`src/rtl/rst_button_cond.sv`:
```
// Reset-input conditioner for the i8284 RESN pin: synchronises and debounces the board
// button, then stretches power-on and button resets into clean active-low requests.
module rst_button_cond #(
    parameter int DIV       = 4096,
    parameter int DEB_N     = 16,
    parameter int MIN_LOW   = 64,
    parameter int POR_TICKS = 256
) (
    input  logic CLK,
    input  logic RESN,
    input  logic BUT_IN,
    output logic RESN_OUT,
    output logic BUT_STATE,
    output logic PRESS,
    output logic TICK
);

    localparam int PW   = (DIV > 1) ? $clog2(DIV) : 1;
    localparam int DW   = $clog2(DEB_N + 1);
    localparam int TMAX = (POR_TICKS > MIN_LOW) ? POR_TICKS : MIN_LOW;
    localparam int TW   = $clog2(TMAX + 1);

    if (DIV < 2 || DEB_N < 1 || MIN_LOW < 1 || POR_TICKS < 1) begin : g_param_check
        $error("rst_button_cond: illegal parameters (need DIV>=2, DEB_N>=1, MIN_LOW>=1, POR_TICKS>=1)");
    end

    typedef enum logic [1:0] {
        S_POR,
        S_IDLE,
        S_ASSERT,
        S_HOLD
    } state_t;

    logic          sync1_q, sync2_q;
    logic [PW-1:0] presc_q, presc_d;
    logic [DW-1:0] debCnt_q, debCnt_d;
    logic          butState_q, butState_d;
    logic          press_q, press_d;
    logic          resnOut_q;
    logic [TW-1:0] tickCnt_q;
    state_t        state_q;
    logic          tick;

    assign tick = (presc_q == PW'(DIV - 1));

    always_comb begin
        presc_d    = tick ? '0 : presc_q + PW'(1);
        debCnt_d   = debCnt_q;
        butState_d = butState_q;
        press_d    = 1'b0;
        if (tick) begin
            if (sync2_q == butState_q) begin
                debCnt_d = '0;
            end else if (debCnt_q == DW'(DEB_N - 1)) begin
                debCnt_d   = '0;
                butState_d = ~butState_q;
                press_d    = butState_q;
            end else begin
                debCnt_d = debCnt_q + DW'(1);
            end
        end
    end

    always_ff @(posedge CLK or negedge RESN) begin
        if (!RESN) begin
            sync1_q    <= 1'b1;
            sync2_q    <= 1'b1;
            presc_q    <= '0;
            debCnt_q   <= '0;
            butState_q <= 1'b1;
            press_q    <= 1'b0;
        end else begin
            sync1_q    <= BUT_IN;
            sync2_q    <= sync1_q;
            presc_q    <= presc_d;
            debCnt_q   <= debCnt_d;
            butState_q <= butState_d;
            press_q    <= press_d;
        end
    end

    // The FSM deliberately looks at the pre-edge debounced level, so a flip and a
    // transition landing on the same tick edge are both taken independently.
    always_ff @(posedge CLK or negedge RESN) begin
        if (!RESN) begin
            state_q   <= S_POR;
            tickCnt_q <= '0;
            resnOut_q <= 1'b0;
        end else begin
            case (state_q)
                S_POR: begin
                    if (tick) begin
                        if (tickCnt_q == TW'(POR_TICKS - 1)) begin
                            tickCnt_q <= '0;
                            if (butState_q) begin
                                state_q   <= S_IDLE;
                                resnOut_q <= 1'b1;
                            end else begin
                                state_q <= S_HOLD;
                            end
                        end else begin
                            tickCnt_q <= tickCnt_q + TW'(1);
                        end
                    end
                end
                S_IDLE: begin
                    if (!butState_q) begin
                        state_q   <= S_ASSERT;
                        tickCnt_q <= '0;
                        resnOut_q <= 1'b0;
                    end
                end
                S_ASSERT: begin
                    if (tick) begin
                        if (tickCnt_q == TW'(MIN_LOW - 1)) begin
                            tickCnt_q <= '0;
                            if (butState_q) begin
                                state_q   <= S_IDLE;
                                resnOut_q <= 1'b1;
                            end else begin
                                state_q <= S_HOLD;
                            end
                        end else begin
                            tickCnt_q <= tickCnt_q + TW'(1);
                        end
                    end
                end
                S_HOLD: begin
                    if (butState_q) begin
                        state_q   <= S_IDLE;
                        tickCnt_q <= '0;
                        resnOut_q <= 1'b1;
                    end
                end
                default: begin
                    state_q   <= S_POR;
                    tickCnt_q <= '0;
                    resnOut_q <= 1'b0;
                end
            endcase
        end
    end

    assign RESN_OUT  = resnOut_q;
    assign BUT_STATE = butState_q;
    assign PRESS     = press_q;
    assign TICK      = tick;

endmodule

```
`config.mk`:
```
export PLATFORM = sky130hd
export DESIGN_NAME = rst_button_cond
export DESIGN_NICKNAME = d
export VERILOG_FILES = /design/src/rtl/rst_button_cond.sv
export SDC_FILE = /design/constraint.sdc
export NUM_CORES = 1
export LEC_CHECK = 0
export ABC_AREA = 1
export BUFFER_PORTS_ARGS = -buffer_cell sky130_fd_sc_hd__buf_4
export CAP_MARGIN = 40
export CORE_UTILIZATION = 44
export CTS_CLUSTER_DIAMETER = 30
export CTS_CLUSTER_SIZE = 12
export DETAILED_ROUTE_END_ITERATION = 7
export GPL_TIMING_DRIVEN = 0
export SETUP_SLACK_MARGIN = 0.02
export SYNTH_ARGS = -nofsm -noshare
export SYNTH_HDL_FRONTEND = slang
export SYNTH_SLANG_ARGS = --single-unit
```
`constraint.sdc`:
```
create_clock -name CLK -period 1.85 [get_ports CLK]
set_input_delay 0.185 -clock CLK [delete_from_list [all_inputs] [get_ports CLK]]
set_output_delay 0.185 -clock CLK [all_outputs]
set_load 0.01 [all_outputs]
```
# Yosys cells after proc, flatten, opt, wreduce, memory -nomap -nowiden
# Cells that the tools add are included.
# W data, S select, Z words.
# op_classes
add_sub_neg,3
n_eq_ne,14
mux,28
n_bitwise,2
reduce_logical,5
# ops
operator,n
$mux W9,6
$pmux W9 S4,1
$mux W2,7
$add A12 B1 Y12 const B,1
$eq A12 B12 Y1 const B,1
$mux W12,1
$ne A2 B2 Y1 const B,6
$mux W5,2
$add A9 B1 Y9 const B,1
$eq A9 B6 Y1 const B,1
$eq A9 B8 Y1 const B,1
$mux W1,9
$pmux W2 S4,1
$reduce_and A6 Y1,1
$add A5 B1 Y5 const B,1
$eq A5 B4 Y1 const B,1
$reduce_and A5 Y1,1
$eq A2 B2 Y1 const B,2
$pmux W1 S4,1
$reduce_and A4 Y1,1
$reduce_and A3 Y1,1
$eq A2 B1 Y1 const B,1
$logic_not A2 Y1,1
$not A1 Y1,2
$eq A1 B1 Y1,1
# totals
reg_bits,33
in_bits,3
output_inout_bits,4
wordCells,61

# Logic depth before layout (Yosys ltp)
# depth
word_depth,4
depth_mapped,15
depth_no_buf,15

# Worst setup path after synthesis
# OpenSTA, ideal clock, no wires.
# synth_path
path_type,register -> register
startpoint,register tickCnt_q[1]
endpoint,"register resnOut_q, in the netlist RESN_OUT"
setup_ns,0.117
t_arrival_ns,1.786
required_ns,1.733
slack_ns,-0.052
stages_incl_launch_ff,15
path_buffers,0
period_less_slack_ns,1.902
cell_sequence,dfrtp_1 ha_1 nand2_2 nor2_2 inv_1 nor2_1 nand2_1 nor2_1 ha_1 inv_1 nand2_1 a21boi_0 nand2_1 nand2_1 nand2_1
# synth_between
elab_chain_cells,3
elab_cells_between_ends,5
classes_between,eq/ne (4); reduce/logical (1)
# synth_rtl
item,line_no,text
"start, declared",40,logic [TW-1:0] tickCnt_q;
"start signal, assigned",102,tickCnt_q <= tickCnt_q + TW'(1);
"start signal, assigned",124,tickCnt_q <= tickCnt_q + TW'(1);
$eq A9 B6 Y1 or $eq A9 B8 Y1 (tied branches),"115, 93",
$ne A2 B2 Y1 (no source line),n/a,
$reduce_and A5 Y1 (no source line) *,n/a,
"end signal, assigned",110,resnOut_q <= 1'b0;
"end signal, assigned",119,resnOut_q <= 1'b1;
"end signal, assigned",132,resnOut_q <= 1'b1;
"end, declared",39,logic resnOut_q;
# Mark *: on every way between the ends. The rest lies on a longest branch, timed or not.
# A chain may end at the register's enable or synchronous reset.

# Worst setup path in the final report
# layout_path
startpoint,register tickCnt_q[0]
endpoint,"register resnOut_q, in the netlist RESN_OUT"
# Same word-level chain as after synthesis.

==> summary.md <==
The flow ran to the end, but the final reports show violations. The final reports fail on negative setup slack. CTS saw 33 sinks.

The run gives 0.00436 mm^2 as the die outline area. Number of endpoints failing setup at the final stage: 1. The setup clock skew after layout is 0.00784 ns. The logs give 0.015 for the relative contribution of combinational cells to total power and 34 for the pin count of the biggest net entering global routing.

The area growth from synthesis to layout is 25.2%. The count of port buffers added during placement was 6; the maximum buffer depth of the clock tree was 2. Fraction of synthesized cell area taken by the top area cell type: 0.416.

The max-slew headroom at the worst pin is 0.664, and the post-synthesis instance total is 218. The path depth of the worst reg2reg path was 14; the distinct cell type count of the synthesized netlist was 31. Detailed routing inserted a total of 1,528 vias.

After synthesis the netlist holds a flip-flop and latch count of 33. 0 antenna diodes ended up in the layout. The share of final-layout standard cells stronger than drive strength 1 works out to 0.271. The run gives 22 as the site row count.

The top-level I/O count came out at 7. STA classifies the critical path startpoint as a flop. The proportion of power drawn by flip-flops and latches was 0.499. Post-detailed-route count of antenna-violating nets: 0.

In the post-synthesis netlist, the biggest area contributors are dfrtp_1 (42%), nand2_1 (14%), nor2_1 (4.6%). The vias per cell came out at 5.11. The share of synthesized registers carrying an async set or reset is 1.00, and the sequential cell area fraction in the yosys report is 0.460.

The most critical setup path has its startpoint at tickCnt_q[0]. The tightest min-delay check is of the flop to flop type. The total global-route track usage came out at 0.218. Switching power of the nets: 0.000285 W.

For the count of endpoints failing hold in the final timing report, the log shows 0. The logs give 0.00380 mm^2 for the standard cell core area and 299 for the final instance count without filler cells. The logs give 0.872 for the weighted congestion reported at the end of routability-driven placement and -0.328 ns for the worst slack at placement. Transition time at the pin with the least slew margin: 0.503 ns.

The data required time of the critical path came out at 2.04 ns. The initial antenna violation count was 0. Buffers inserted during clock tree synthesis total 5.

The initial standard-cell utilization of the core is 0.475. The logs give 7.02 mm for the global-route wire length before repair and 537 MHz for the maximum clock frequency. In this run the number of H-tree levels came out at 2.

The start of the worst register-to-register path was tickCnt_q[0]. The number of fill cells came out at 338. The worst setup path is of the flop to flop kind. The root buffer selected by CTS is clkbuf_8. After detailed routing, the total wire length is 3.91 mm.

Across all register-to-register paths, the minimum setup slack is -0.01 ns. The internal portion of the total power is 0.00117 W. The logs give -0.0134 ns for the final worst-path setup slack and 0 for the sum of overflow across all layers after global routing. The multi-input combinational cells in the finished layout cover a total of 950 um^2. Setup repair after global routing could not meet its margin everywhere. Summing all flip-flop and latch instances after layout gives 830 um^2. The die boundary height works out to 66.0 um.

After routing the design area is 0.00226 mm^2. The power per standard cell area was 645 mW/mm^2. Max-capacitance violation count: 0. The die is 66.0 um wide. Number of global-route vias before repair: 1,544. Leaving out fill and tap cells, the most frequent cell in the layout is nand2_1. Clock-pin slew was measured on the worst setup and hold paths at 0.07 ns. The tools report the iteration-0 DRC count of the detailed router as 106. The maximum net fanout on the critical path is 4, and the cell area reported after detailed placement is 0.00192 mm^2. TritonCTS built the clock tree.

The clock reaches the later pin of the worst-skew pair after 0.29 ns. The ratio of final minimum period to clock period works out to 1.01. The mapped netlist covers 0.00180 mm^2.

The most critical setup path has its endpoint at RESN_OUT. In the routed design, unresolved DRC markers number 0. The final routed wire length divided by cell count was 13.1 um. A synthesized cell averages 8.28 um^2. The tools report the iteration count of the initial detailed-routing pass as 5. In the synthesized netlist the dominant register cell turns out to be dfrtp_1. During synthesis, Yosys emitted a total of 0 warnings. After detailed placement, the design holds a cell count of 272. The endpoint identified for the worst register-to-register timing path is RESN_OUT. The minimum clock period is 1.86 ns. The total nets after synthesis is 226, and the post-detailed-placement half-perimeter wirelength is 2.42 mm. Summed over all instances, the cell type with the most area after synthesis is dfrtp_1.

The tools report the maximum ir drop on the vdd rail as 438 uV. Power share of the clock group: 0.486. Yosys mapped a number of flops with a built-in enable equal to 0.

The final layout contains 258 nets. The worst setup path is captured at a flop. The switching share of power was 0.196; the reported leakage power was 1.08 nW. The critical path arrival is 2.05 ns.

In the layout the commonest cells are nand2_1 (62), dfrtp_1 (30), buf_4 (21). Max-slew violation count: 0.
[metrics by stage]
| step | setup TNS, ns | util | hold slack, ns | total power [W] |
|---|---|---|---|---|
| global route | -0.831 | 0.595 | 0.366 | 0.00151 |
| detailed placement | -1.99 | 0.504 | 0.152 | 0.000760 |
| finish | -0.0134 | 0.595 | 0.350 | 0.00146 |
| CTS | -0.0732 | 0.577 | 0.352 | 0.00147 |
| global placement | -1.82 | 0.504 | 0.148 | 0.000759 |
| floorplan | 0 | - | -0.111 | 0.000742 |
[logic make-up after synthesis]
family | Yosys count | share of synthesized area
xor+xnor | 11 | 0.0534
fa+ha+maj | 5 | 0.0347
simple gates | 124 | 0.313
buf+inv | 25 | 0.0562
flops | 33 | 0.460
compound gates | 20 | 0.0825
[state kept, by name, indices dropped and copies added, names as in the netlist]
register	flops
tickCnt_q	9
BUT_STATE	1
PRESS	1
RESN_OUT	1
state_q	2
debCnt_q	5
presc_q	12
sync1_q	1
sync2_q	1
[power by group through the flow]
| stage | logic [W] | registers [W] | clock network, W |
|---|---|---|---|
| finish | 0.0000222 | 0.000726 | 0.000708 |
| global route | 0.0000260 | 0.000726 | 0.000759 |
| floorplan | 0.00000212 | 0.000740 | 0 |
| detailed placement | 0.0000200 | 0.000740 | 0 |
| CTS | 0.0000233 | 0.000726 | 0.000720 |
| global placement | 0.0000198 | 0.000739 | 0 |
[synth_stat cells (2+ instances only)]
master,instances
nand2_1,66
dfrtp_1,30
nor2_1,22
inv_1,21
nand3_1,13
o21ai_0,9
xor2_1,7
nand4_1,6
nor2_2,6
ha_1,5
nand2_2,5
xnor2_1,4
dfstp_2,3
inv_2,3
o21bai_1,2
[worst min path at each step]
stage,depth (start not counted),end,slack (ns),startpoint
2_1_floorplan,0,PRESS,-0.11,RESN
5_1_grt,0,sync2_q,0.37,sync1_q
3_3_place_gp,1,presc_q[5],0.15,RESN
4_1_cts,0,sync2_q,0.35,sync1_q
3_5_place_dp,1,presc_q[5],0.15,RESN
6_report,0,sync2_q,0.35,sync1_q
[layer usage]
layer / GRT usage / up-vias / wire length (um)
met4: 0.0984 / 0 / 92
met1: 0.271 / 710 / 1750
met5: 0 / - / 0
met2: 0.344 / 46 / 1850
met3: 0.0690 / 15 / 223
li1: - / 757 / -
[final cells by class]
| class | instances | area share |
|---|---|---|
| buffer | 1 | 0.00498 |
| multi-input combinational | 160 | 0.420 |
| clock inverter | 1 | 0.0133 |
| clock buffer | 7 | 0.0382 |
| timing repair buffer | 25 | 0.0886 |
| sequential | 33 | 0.367 |
| tap | 48 | 0.0266 |
| inverter | 24 | 0.0410 |
[repair_timing]
item	in CTS	in global routing
endpoints found under the setup margin	11	13
endpoints found under the hold margin	31	0
gates resized for setup	14	9
pin swaps	6	13
hold buffers	2	0
gates cloned	0	0
buffers inserted	14	4
[worst max-delay path: stages, from the launching register on]
cell and delay (ns):
dfrtp_1 0.37, ha_2 0.20, nand2_2 0.08, nor2_4 0.13
inv_2 0.06, nor2_4 0.10, nand2_2 0.08, nor2_4 0.13
ha_4 0.16, inv_4 0.05, nand2_4 0.08, a21boi_2 0.17
nand2_1 0.06, nand2_1 0.05, nand2_1 0.04
(Power assumes the default switching activity.)
